File: src/rtl/mem_stream_reader.sv
// mem_stream_reader: fetches len consecutive words from one RAM port starting at base
//   and streams them out over valid/ready.
// Latency: start accepted at edge T -> first mem_en in cycle T+1 -> first out_valid in T+3;
//   1 word/cycle with out_ready held high.
// Backpressure: reads are issued only when the 2-entry FIFO is sure to have room for the
//   returning word, so any out_ready pattern is absorbed without loss.
// Optional build macro MSR_REVERSE_EN: addresses descend from base (0 wraps to DEPTH-1).
// Ports: clk/rst_n (sync active-low); start/base/len request (sampled in IDLE);
//   busy/done status; mem_en/mem_we/mem_addr/mem_dout RAM port;
//   out_data/out_valid/out_ready output stream.
module mem_stream_reader #(
  parameter int WIDTH = 8,
  parameter int DEPTH = 64,
  parameter int AW    = $clog2(DEPTH)
) (
  input  logic             clk,
  input  logic             rst_n,
  input  logic             start,
  input  logic [AW-1:0]    base,
  input  logic [AW:0]      len,
  output logic             busy,
  output logic             done,
  output logic             mem_en,
  output logic             mem_we,
  output logic [AW-1:0]    mem_addr,
  input  logic [WIDTH-1:0] mem_dout,
  output logic [WIDTH-1:0] out_data,
  output logic             out_valid,
  input  logic             out_ready
);

  localparam logic [AW:0]   DEPTH_W   = (AW+1)'(DEPTH);
  localparam logic [AW-1:0] LAST_ADDR = AW'(DEPTH-1);

  typedef enum logic [1:0] {IDLE, RUN, DRAIN, FIN} state_t;

  state_t           state, state_nxt;
  logic [AW-1:0]    addr_q, addr_next;
  logic [AW:0]      len_q, issued, len_clamped;
  logic             inflight;
  logic [WIDTH-1:0] fifo_mem [2];
  logic             wr_ptr, rd_ptr;
  logic [1:0]       fifo_cnt;
  logic             push, pop, space;
  logic [2:0]       occ_after;

  assign len_clamped = (len > DEPTH_W) ? DEPTH_W : len;

  // Wrap at DEPTH-1 rather than at 2^AW-1 so non-power-of-two RAMs work.
  always_comb begin
    addr_next = addr_q;
`ifdef MSR_REVERSE_EN
    addr_next = (addr_q == '0) ? LAST_ADDR : addr_q - AW'(1);
`else
    addr_next = (addr_q == LAST_ADDR) ? '0 : addr_q + AW'(1);
`endif
  end

  // FIFO occupancy at the end of this cycle, counting the word already in flight.
  // A new read is allowed only if that leaves a free slot for its data.
  assign push      = inflight;
  assign out_valid = (fifo_cnt != 2'd0);
  assign pop       = out_valid & out_ready;
  assign occ_after = {1'b0, fifo_cnt} + {2'b0, push} - {2'b0, pop};
  assign space     = (occ_after < 3'd2);

  assign out_data = out_valid ? fifo_mem[rd_ptr] : '0;
  assign mem_we   = 1'b0;
  assign mem_addr = addr_q;

  // FSM: state register
  always_ff @(posedge clk) begin
    if (!rst_n) state <= IDLE;
    else        state <= state_nxt;
  end

  // FSM: next state
  always_comb begin
    state_nxt = state;
    case (state)
      IDLE:    if (start) state_nxt = (len_clamped == '0) ? FIN : RUN;
      RUN:     if (mem_en && ((issued + (AW+1)'(1)) == len_q)) state_nxt = DRAIN;
      DRAIN:   if (!inflight && (occ_after == 3'd0)) state_nxt = FIN;
      FIN:     state_nxt = IDLE;
      default: state_nxt = IDLE;
    endcase
  end

  // FSM: outputs
  always_comb begin
    busy   = 1'b0;
    done   = 1'b0;
    mem_en = 1'b0;
    case (state)
      RUN: begin
        busy   = 1'b1;
        mem_en = space;
      end
      DRAIN:   busy = 1'b1;
      FIN:     done = 1'b1;
      default: ;
    endcase
  end

  // Address/count sequencing and FIFO control. Clearing inflight on reset
  // drops any word the RAM returns right after an aborted transfer.
  always_ff @(posedge clk) begin
    if (!rst_n) begin
      addr_q   <= '0;
      len_q    <= '0;
      issued   <= '0;
      inflight <= 1'b0;
      wr_ptr   <= 1'b0;
      rd_ptr   <= 1'b0;
      fifo_cnt <= 2'd0;
    end else begin
      inflight <= mem_en;
      if (state == IDLE && start) begin
        addr_q <= base;
        len_q  <= len_clamped;
        issued <= '0;
      end else if (mem_en) begin
        addr_q <= addr_next;
        issued <= issued + (AW+1)'(1);
      end
      if (push) wr_ptr <= ~wr_ptr;
      if (pop)  rd_ptr <= ~rd_ptr;
      fifo_cnt <= occ_after[1:0];
    end
  end

  // Storage needs no reset: out_data is gated while the FIFO is empty.
  always_ff @(posedge clk) begin
    if (push) fifo_mem[wr_ptr] <= mem_dout;
  end

endmodule

File: config.mk
export PLATFORM = sky130hd
export DESIGN_NAME = mem_stream_reader
export DESIGN_NICKNAME = d
export VERILOG_FILES = /design/src/rtl/mem_stream_reader.sv
export SDC_FILE = /design/constraint.sdc
export NUM_CORES = 1
export LEC_CHECK = 0
export BUFFER_PORTS_ARGS = -buffer_cell sky130_fd_sc_hd__buf_4
export CAP_MARGIN = 0
export CELL_PAD_IN_SITES_DETAIL_PLACEMENT = 0
export CELL_PAD_IN_SITES_GLOBAL_PLACEMENT = 1
export CORE_ASPECT_RATIO = 0.7
export CORE_UTILIZATION = 45
export CTS_BUF_LIST = sky130_fd_sc_hd__clkbuf_2
export DETAILED_ROUTE_END_ITERATION = 10
export PLACE_DENSITY_LB_ADDON = 0.1
export SLEW_MARGIN = 0
export SYNTH_ARGS = -nofsm -noshare
export SYNTH_HDL_FRONTEND = slang
export SYNTH_SLANG_ARGS = --single-unit
export TNS_END_PERCENT = 10
File: constraint.sdc
create_clock -name clk -period 7.7 [get_ports clk]
set_input_delay 0.77 -clock clk [delete_from_list [all_inputs] [get_ports clk]]
set_output_delay 0.77 -clock clk [all_outputs]
set_load 0.02 [all_outputs]
==> results of run 1 <==
## state kept, by name, indices dropped and copies added (netlist names), 2 cells and up, named ones only
| register | count |
|---|---|
| fifo_mem | 16 |
| issued | 7 |
| len_q | 7 |
| mem_addr | 6 |
| fifo_cnt | 2 |
| state | 2 |
## tightest hold or removal path, stage by stage (launching register included)
cell     delay, ps
dfxtp_1        360
nand2_1         60
a21oi_1         50
## cell type report
cell class / instances / area share, %
multi-input cells: 152 / 40.2
well taps: 55 / 2.75
clock buffers: 7 / 1.40
inverters: 9 / 1.35
repair buffers: 42 / 12.6
flip-flops and latches: 44 / 41.5
clock inverters: 1 / 0.200
## stage by stage
step	setup WS, ps	hold WS [ps]	instances
6_report	3430	489	310
5_1_grt	3040	480	310
4_1_cts	3360	495	310
3_5_place_dp	3850	473	302
3_3_place_gp	3940	462	302
2_1_floorplan	4580	450	211
## how the worst max path moves through the flow
stage / slack [ps] / end / start / depth (start not counted)
2_1_floorplan: 4580 / state[1] / out_ready / 12
3_3_place_gp: 3940 / mem_en / out_ready / 10
3_5_place_dp: 3850 / mem_en / fifo_cnt[1] / 10
4_1_cts: 3360 / mem_en / fifo_cnt[1] / 10
5_1_grt: 3040 / mem_en / fifo_cnt[0] / 10
6_report: 3430 / mem_en / fifo_cnt[1] / 10
## cell families (layout without fill, tap and decap cells)
kind of cell | Yosys count | after routing | share of synthesized area, %
and+or+nand+nor | 84 | 84 | 19.0
DFF | 44 | 44 | 49.3
AOI/OAI and AO/OA | 30 | 30 | 10.4
xor gates and xnor gates | 17 | 17 | 7.06
buffers and inverters | 15 | 59 | 2.91
adders and majority gates | 10 | 10 | 6.29
muxes | 10 | 10 | 4.75
other | 1 | 1 | 0.178
## synth_stat cells, types with 2 or more instances
| cell | count | area (um^2) |
|---|---|---|
| nor2_1 | 31 | 116 |
| dfxtp_1 | 28 | 561 |
| nand2_1 | 17 | 63.8 |
| edfxtp_1 | 16 | 480 |
| mux2i_1 | 10 | 100 |
| ha_1 | 9 | 113 |
| xnor2_1 | 9 | 78.8 |
| a21oi_1 | 8 | 40.0 |
| inv_1 | 8 | 30.0 |
| xor2_1 | 8 | 70.1 |
| nand3_1 | 7 | 35.0 |
| nor2b_1 | 7 | 43.8 |
| nor3_1 | 6 | 30.0 |
| a22o_1 | 5 | 43.8 |
| and2_1 | 5 | 31.3 |
| clkbuf_1 | 4 | 15.0 |
| o21ai_0 | 3 | 15.0 |
| a211oi_1 | 2 | 15.0 |
| a311oi_1 | 2 | 17.5 |
| and3_1 | 2 | 12.5 |
| nand2b_1 | 2 | 12.5 |
| o311a_1 | 2 | 20.0 |
## power breakdown
part	leakage, nW	switching [mW]	internal (mW)
Combinational	0.629	0.190	0.144
Sequential	0.373	0.0428	0.284
Clock	0.0330	0.0712	0.0248
## layer usage
metal	vias up	part of all wire, %	track usage, %
met4	0	1.1	8.13
li1	818	-	-
met3	5	3.4	4.46
met5	-	0	0
met1	735	54	27.4
met2	28	42	27.0
==> results.py, run 1 <==
metrics = {
    "sta": {
        "slew-limit-headroom_pct": 49.6,
        "period_share_pct": 55.4,
        "clock.fmax_ghz": 0.234,
        "worst_pin_slew_ps": 755,
        "rsz0062_at_grt": "false",
        "final.min_clock_period_ps": 4270,
        "setup_violations": 0,
        "final.setup_skew_ps": 17.1,
        "slew_viol_final": 0,
        "final_hold_viol_count": 0,
        "setup-tns-final_ps": 0,
    },
    "min_path": {
        "min_to": "len_q[6]",
        "min-delay-start": "len_q[6]",
        "whs_path_depth": 2,
        "worstHoldPathType": "reg2reg",
    },
    "floorplanning": {
        "die_area_um2": 4970,
        "die_height_um": 59.3,
        "io_pins": 44,
        "core-area_um2": 4430,
        "start_util_pct": 47.6,
        "rows": 20,
        "die_x_um": 83.8,
    },
    "final_layout": {
        "seqCellArea_um2": 1040,
        "area_growth_pct": 18.8,
        "postLayoutCellArea_um2": 2510,
        "drive_gt1_share_pct": 21.2,
        "nNetsFinal": 289,
        "final_common_cell": "buf_4",
        "multi_input_area_um2": 1010,
        "nFillCells": 414,
        "num_antenna_cells": 0,
        "final_util_pct": 56.6,
        "final_cell_mix": "buf_4 (42), nor2_1 (31), dfxtp_1 (28)",
    },
    "drt": {
        "viasPerCell": 5.12,
        "vias": 1586,
        "routedWlPerCell_um": 13.4,
        "route.detailed.drc": 2,
        "drtIter0Drc": 62,
        "drtAntennaViolNets": 0,
        "finalWirelength_um": 4140,
        "first_pass_iters": 7,
    },
    "clock_network": {
        "h-tree-depth": 2,
        "cts-root-buf": "clkbuf_2",
        "cts_resized": 0,
        "cts_setup_buffers": 0,
        "holdBufCountCts": 0,
        "cts_inserted_buffers": 5,
        "cts_buffer_depth": 2,
        "clock-sinks": 44,
        "cts_tree": "built",
        "cts.clk_slew.worst_paths_ps": 200,
        "insertion_delay_ps": 400,
    },
    "placement": {
        "gp_congestion": 0.762,
        "dp_hpwl_um": 3140,
        "io_buffers": 42,
        "place_area_um2": 2470,
    },
    "pwr": {
        "power_density_nw_per_um2": 302,
        "power.total_mw": 0.758,
        "p_leak_nw": 1.04,
        "ir_drop_uv": 153,
    },
    "synthesis": {
        "seq_area_frac_synth_pct": 49.3,
        "syn_inst": 211,
        "synth_nets": 246,
        "synthesis.area_um2": 2110,
        "synthArstFlopShare_pct": 0,
        "synthFlopType": "dfxtp_1",
        "yosys.cell_types.count": 42,
        "syn_area_per_cell_um2": 10.0,
        "yosys_warnings": 0,
        "synth_edf_count": 16,
        "yosys_register_bits": 44,
    },
    "setup_path": {
        "slowest_stage": "nor2_1",
        "crit_arrival_ps": 3500,
        "cp.required_ps": 6930,
        "r2r_slack_ps": 3990,
        "cp_slowest_stage_delay_ps": 530,
        "worst_r2r_path_depth": 13,
        "path_buf_inv": 3,
        "cp_top_family": "simple AND/OR/NAND/NOR gates",
        "crit_path_end_kind": "primary output",
        "worstPathMaxFanout": 11,
        "crit_chain": "nor2_1 > nor2b_1 > ha_1 > inv_1 > ha_1 > fa_1 > nor2b_1 > nand2_1 > clkinv_1 > buf_4",
        "startpoint_type": "flip-flop",
        "crit_type": "reg2out",
        "timing.rr.start": "fifo_cnt[1]",
        "r2r_end": "state[1]",
    },
    "run": {
        "drv_cap": 0,
    },
    "grt": {
        "grt_start_max_net_pins": 16,
        "grt_pass1_wl_um": 7080,
        "grt_pass1_vias": 1489,
        "grt.overflow.total": 0,
        "grtUsageTotal_pct": 18.9,
        "antenna_found_initial": 0,
    },
    "status": {
        "status": "finished, violations left",
        "violations": "DRC",
    },
}
Power figures use the tool's default switching activity.
==> run 2, diff against run 1 <==
--- a/config.mk
+++ b/config.mk
@@ -10,7 +10,7 @@
 export CELL_PAD_IN_SITES_DETAIL_PLACEMENT = 0
 export CELL_PAD_IN_SITES_GLOBAL_PLACEMENT = 1
 export CORE_ASPECT_RATIO = 0.7
-export CORE_UTILIZATION = 45
+export CORE_UTILIZATION = 43
 export CTS_BUF_LIST = sky130_fd_sc_hd__clkbuf_2
 export DETAILED_ROUTE_END_ITERATION = 10
 export PLACE_DENSITY_LB_ADDON = 0.1
==> constraint.sdc (replaced) <==
create_clock -name clk -period 4.4 [get_ports clk]
set_input_delay 0.44 -clock clk [delete_from_list [all_inputs] [get_ports clk]]
set_output_delay 0.44 -clock clk [all_outputs]
set_load 0.02 [all_outputs]
==> run 2 against run 1 <==
Effect of this change:
- the flow now finishes without violations
- non-clock buffer count increased by 1
- highest routed layer unchanged
- wire length increased by 5.3%
- sequential power increased by 77%
- critical path type unchanged
- flip-flop and latch count unchanged
- critical path depth increased by 1
- total power increased by 85%
- cell count increased by 3.9%
==> results.py, run 2 (same netlist as run 1, synthesis figures left out) <==
metrics = {
    "status": {
        "status": "completed",
    },
    "sta": {
        "final.min_clock_period_ps": 3520,
        "final.setup_skew_ps": 15.2,
        "setup-tns-final_ps": 0,
        "period_share_pct": 80.0,
        "slew_viol_final": 0,
        "worst_pin_slew_ps": 725,
        "final_hold_viol_count": 0,
        "slew-limit-headroom_pct": 51.6,
        "clock.fmax_ghz": 0.284,
        "rsz0062_at_grt": "false",
        "setup_violations": 0,
    },
    "floorplanning": {
        "start_util_pct": 46.6,
        "die_height_um": 60.6,
        "rows": 20,
        "core-area_um2": 4530,
        "die_area_um2": 5190,
        "die_x_um": 85.7,
        "io_pins": 44,
    },
    "final_layout": {
        "final_cells": 322,
        "num_antenna_cells": 0,
        "nNetsFinal": 290,
        "multi_input_area_um2": 1010,
        "nFillCells": 428,
        "largest_register_ff_count": 16,
        "largest-register": "fifo_mem",
        "area_growth_pct": 21.1,
        "drive_gt1_share_pct": 21.5,
        "seqCellArea_um2": 1040,
        "reg_top3": "fifo_mem: 16 flops, issued: 7 flops, len_q: 7 flops",
        "final_common_cell": "buf_4",
        "final_cell_mix": "buf_4 (43), nor2_1 (31), dfxtp_1 (28)",
    },
    "min_path": {
        "min-delay-start": "mem_dout[5]",
        "whs_path_depth": 1,
        "worstHoldPathType": "in2reg",
        "min_to": "fifo_mem[0][5]",
    },
    "clock_network": {
        "holdBufCountCts": 0,
        "clock-sinks": 44,
        "cts.clk_slew.worst_paths_ps": 220,
        "cts_resized": 0,
        "cts_tree": "built",
        "cts_buffer_depth": 2,
        "cts_inserted_buffers": 5,
        "insertion_delay_ps": 420,
        "h-tree-depth": 2,
        "cts-root-buf": "clkbuf_2",
        "cts_setup_buffers": 0,
    },
    "setup_path": {
        "crit_arrival_ps": 3080,
        "crit_path_end_kind": "primary output",
        "startpoint_type": "flip-flop",
        "worst_r2r_path_depth": 14,
        "timing.rr.start": "fifo_cnt[1]",
        "worstPathMaxFanout": 11,
        "cp.required_ps": 3960,
        "r2r_end": "state[1]",
        "r2r_slack_ps": 1120,
        "crit_type": "reg2out",
    },
    "drt": {
        "drtIter0Drc": 79,
        "vias": 1612,
        "route.detailed.drc": 0,
        "viasPerCell": 5.01,
        "drtAntennaViolNets": 0,
        "first_pass_iters": 4,
        "finalWirelength_um": 4360,
        "routedWlPerCell_um": 13.5,
    },
    "placement": {
        "dp_hpwl_um": 3350,
        "io_buffers": 42,
        "gp_congestion": 0.753,
        "dp_cells": 314,
    },
    "grt": {
        "grtUsageTotal_pct": 19.1,
        "grt_pass1_vias": 1496,
        "antenna_found_initial": 0,
        "grt_pass1_wl_um": 7370,
        "grt_start_max_net_pins": 16,
        "grt.overflow.total": 0,
    },
    "pwr": {
        "p_leak_nw": 1.05,
        "ir_drop_uv": 215,
        "power_density_nw_per_um2": 548,
    },
    "run": {
        "drv_cap": 0,
    },
}
-- run 2: cell count changes in the layout (fill, tap and decap cells not counted), sizes merged --
| cell | previous run | this run |
|---|---|---|
| clkbuf | 7 | 5 |
| buf | 42 | 43 |
| bufinv | 0 | 1 |
| clkinvlp | 0 | 1 |
-- run 2: worst max path at each step --
stage,start,to,slack (ps),cells past startpoint
2_1_floorplan,fifo_cnt[1],state[1],1390,13
3_3_place_gp,out_ready,state[1],1180,13
3_5_place_dp,out_ready,state[1],1120,13
4_1_cts,fifo_cnt[1],mem_en,850,11
5_1_grt,fifo_cnt[1],mem_en,550,11
6_report,fifo_cnt[1],mem_en,880,11
-- run 2: cell type report --
class                      count  share of cell area, %
inverter                       9                   1.32
clock buffer                   5                  0.979
timing repair buffer          43                   12.6
sequential                    44                   40.7
multi-input combinational    152                   39.4
tap                           66                   3.23
clock inverter                 3                   1.67
-- run 2: per-stage QoR --
| stage | hold WS (ps) | utilization [%] | setup slack (ps) | total power, mW | area, um^2 |
|---|---|---|---|---|---|
| 3_5_place_dp | 466 | 54.9 | 1120 | 1.18 | 2490 |
| 2_1_floorplan | 450 | - | 1390 | 0.972 | 2110 |
| 6_report | 188 | 56.4 | 880 | 1.40 | 2550 |
| 4_1_cts | 161 | 56.4 | 847 | 1.41 | 2550 |
| 3_3_place_gp | 463 | 54.9 | 1180 | 1.18 | 2490 |
| 5_1_grt | 110 | 56.4 | 547 | 1.51 | 2550 |
-- run 2: critical path, cell delays in order (launching register included) --
cell and delay [ps]:
dfxtp_1 380, nor2_1 90, buf_4 170, nor2b_1 80, ha_1 270, inv_1 40
ha_1 180, fa_1 520, nor2b_1 60, nand2_1 280, clkinv_1 340, buf_4 260
-- run 2: per-layer routing --
layer / global-route usage (%) / share of wire (%) / vias up
li1: - / - / 823
met1: 29.2 / 56 / 734
met2: 26.2 / 38 / 47
met3: 4.22 / 5.5 / 8
met4: 7.14 / 1.3 / 0
met5: 0 / 0 / -
-- run 2: report_power, final --
part,internal [mW],switching (mW),total (mW),leakage [nW]
combinational,0.259,0.335,0.594,0.633
clock,0.0947,0.134,0.229,0.0390
sequential,0.497,0.0801,0.578,0.373
total,0.852,0.549,1.40,1.05
==> run 3, diff against run 2 <==
==> constraint.sdc (replaced) <==
create_clock -name clk -period 3.4 [get_ports clk]
set_input_delay 0.34 -clock clk [delete_from_list [all_inputs] [get_ports clk]]
set_output_delay 0.34 -clock clk [all_outputs]
set_load 0.02 [all_outputs]
==> run 3 against run 2 <==
Effect of this change:
- combinational power increased by 35%
- clock-buffer cell count grew 1
- sequential power rose by 29%
- via count fell by 1.4%
- highest routed layer unchanged
- critical path type unchanged
- cell count rose by 0.62%
- critical endpoint unchanged
==> results.py, run 3 (same netlist as run 1, synthesis figures left out) <==
metrics = {
    "sta": {
        "final.setup_skew_ps": 22.6,
        "clock.fmax_ghz": 0.344,
        "setup-tns-final_ps": 0,
        "slew_viol_final": 0,
        "final.min_clock_period_ps": 2900,
        "worst_pin_slew_ps": 732,
        "fin_ws_ps": 497,
        "rsz0062_at_grt": "false",
        "setup_violations": 0,
        "final_hold_viol_count": 0,
        "slew-limit-headroom_pct": 51.1,
        "period_share_pct": 85.4,
    },
    "placement": {
        "io_buffers": 42,
        "gp_congestion": 0.793,
        "dp_cells": 316,
        "dp_hpwl_um": 3200,
        "place_area_um2": 2500,
        "dpl_worst_slack_ps": 633,
    },
    "clock_network": {
        "h-tree-depth": 2,
        "clock-sinks": 44,
        "insertion_delay_ps": 390,
        "cts_buffer_depth": 2,
        "cts_resized": 0,
        "cts.clk_slew.worst_paths_ps": 220,
        "holdBufCountCts": 0,
        "cts_setup_buffers": 0,
        "cts-root-buf": "clkbuf_2",
        "cts_tree": "built",
        "cts_inserted_buffers": 5,
    },
    "drt": {
        "viasPerCell": 4.90,
        "route.detailed.drc": 0,
        "vias": 1589,
        "drtIter0Drc": 83,
        "first_pass_iters": 4,
        "finalWirelength_um": 4250,
        "drtAntennaViolNets": 0,
        "routedWlPerCell_um": 13.1,
    },
    "setup_path": {
        "cp.required_ps": 3060,
        "crit_type": "reg2out",
        "worstPathMaxFanout": 8,
        "crit_arrival_ps": 2560,
        "startpoint_type": "flip-flop",
        "crit_path_end_kind": "primary output",
    },
    "min_path": {
        "worstHoldPathType": "in2reg",
    },
    "final_layout": {
        "area_growth_pct": 20.6,
        "final_cell_mix": "buf_4 (45), nor2_1 (31), dfxtp_1 (28)",
        "final_common_cell": "buf_4",
        "num_antenna_cells": 0,
        "final_cells": 324,
        "reg_top3": "fifo_mem: 16 flops, issued: 7 flops, len_q: 7 flops",
        "drive_gt1_share_pct": 21.7,
        "postLayoutCellArea_um2": 2540,
        "largest_register_ff_count": 16,
        "nFillCells": 423,
        "largest-register": "fifo_mem",
        "nNetsFinal": 292,
    },
    "run": {
        "drv_cap": 0,
    },
    "grt": {
        "grt_pass1_wl_um": 7010,
        "grt_pass1_vias": 1429,
        "antenna_found_initial": 0,
        "grtUsageTotal_pct": 18.3,
        "grt.overflow.total": 0,
        "grt_start_max_net_pins": 16,
    },
    "floorplanning": {
        "die_area_um2": 5190,
        "io_pins": 44,
        "core-area_um2": 4530,
        "die_x_um": 85.7,
        "start_util_pct": 46.6,
        "die_height_um": 60.6,
        "rows": 20,
    },
    "pwr": {
        "power.total_mw": 1.76,
        "p_leak_nw": 1.04,
        "power_density_nw_per_um2": 691,
        "ir_drop_uv": 327,
    },
    "status": {
        "status": "completed",
    },
}
run 3: cell types whose count changed in the layout (fill, tap and decap cells not counted), sizes merged:
| cell | change |
|---|---|
| clkbuf | +1 |
| bufinv | -1 |
| buf | +2 |
run 3: worst max-delay path, stage by stage, from the launching register on:
cell and delay (ps):
dfxtp_1 380, nor2_1 130, nor2b_1 90, ha_1 270, inv_1 30, ha_1 180
fa_1 520, nor2b_1 60, nand2_1 90, clkinv_1 80, buf_4 180, buf_4 160
run 3: worst paths after layout:
path,from,to,slack (ps),cells past startpoint
setup / recovery,fifo_cnt[1],mem_en,500,11
hold / removal,mem_dout[4],fifo_mem[0][4],130,1
setup reg to reg,fifo_cnt[1],state[1],660,12
hold reg to reg,len_q[6],len_q[6],480,2
run 3: routing by layer:
| layer | up-vias | global-route usage (%) | share of wire [%] |
|---|---|---|---|
| met5 | - | 0 | 0 |
| met4 | 0 | 5.71 | 0.66 |
| met3 | 2 | 4.49 | 4.6 |
| met2 | 39 | 25.0 | 39 |
| met1 | 723 | 28.1 | 56 |
| li1 | 825 | - | - |
run 3: per-stage QoR:
stage | util, % | hold WS, ps
after detailed placement | 55.2 | 465
after floorplan | - | 439
after CTS | 56.2 | 103
after global routing | 56.2 | 74.8
after global placement | 55.2 | 460
final | 56.2 | 126
run 3: area by class of cell:
class / instances / area (um^2) / area share [%]
Clock inverter: 2 / 11.3 / 0.443
Multi-Input combinational cell: 152 / 1010 / 39.6
Inverter: 9 / 33.8 / 1.33
Timing Repair Buffer: 45 / 338 / 13.3
Tap cell: 66 / 82.6 / 3.25
Sequential cell: 44 / 1040 / 40.9
Clock buffer: 6 / 30.0 / 1.18
run 3: where the power goes:
group	switching, mW	total [mW]	internal [mW]
registers	0.102	0.746	0.644
clock network	0.161	0.212	0.0514
logic	0.442	0.799	0.357
total	0.705	1.76	1.05
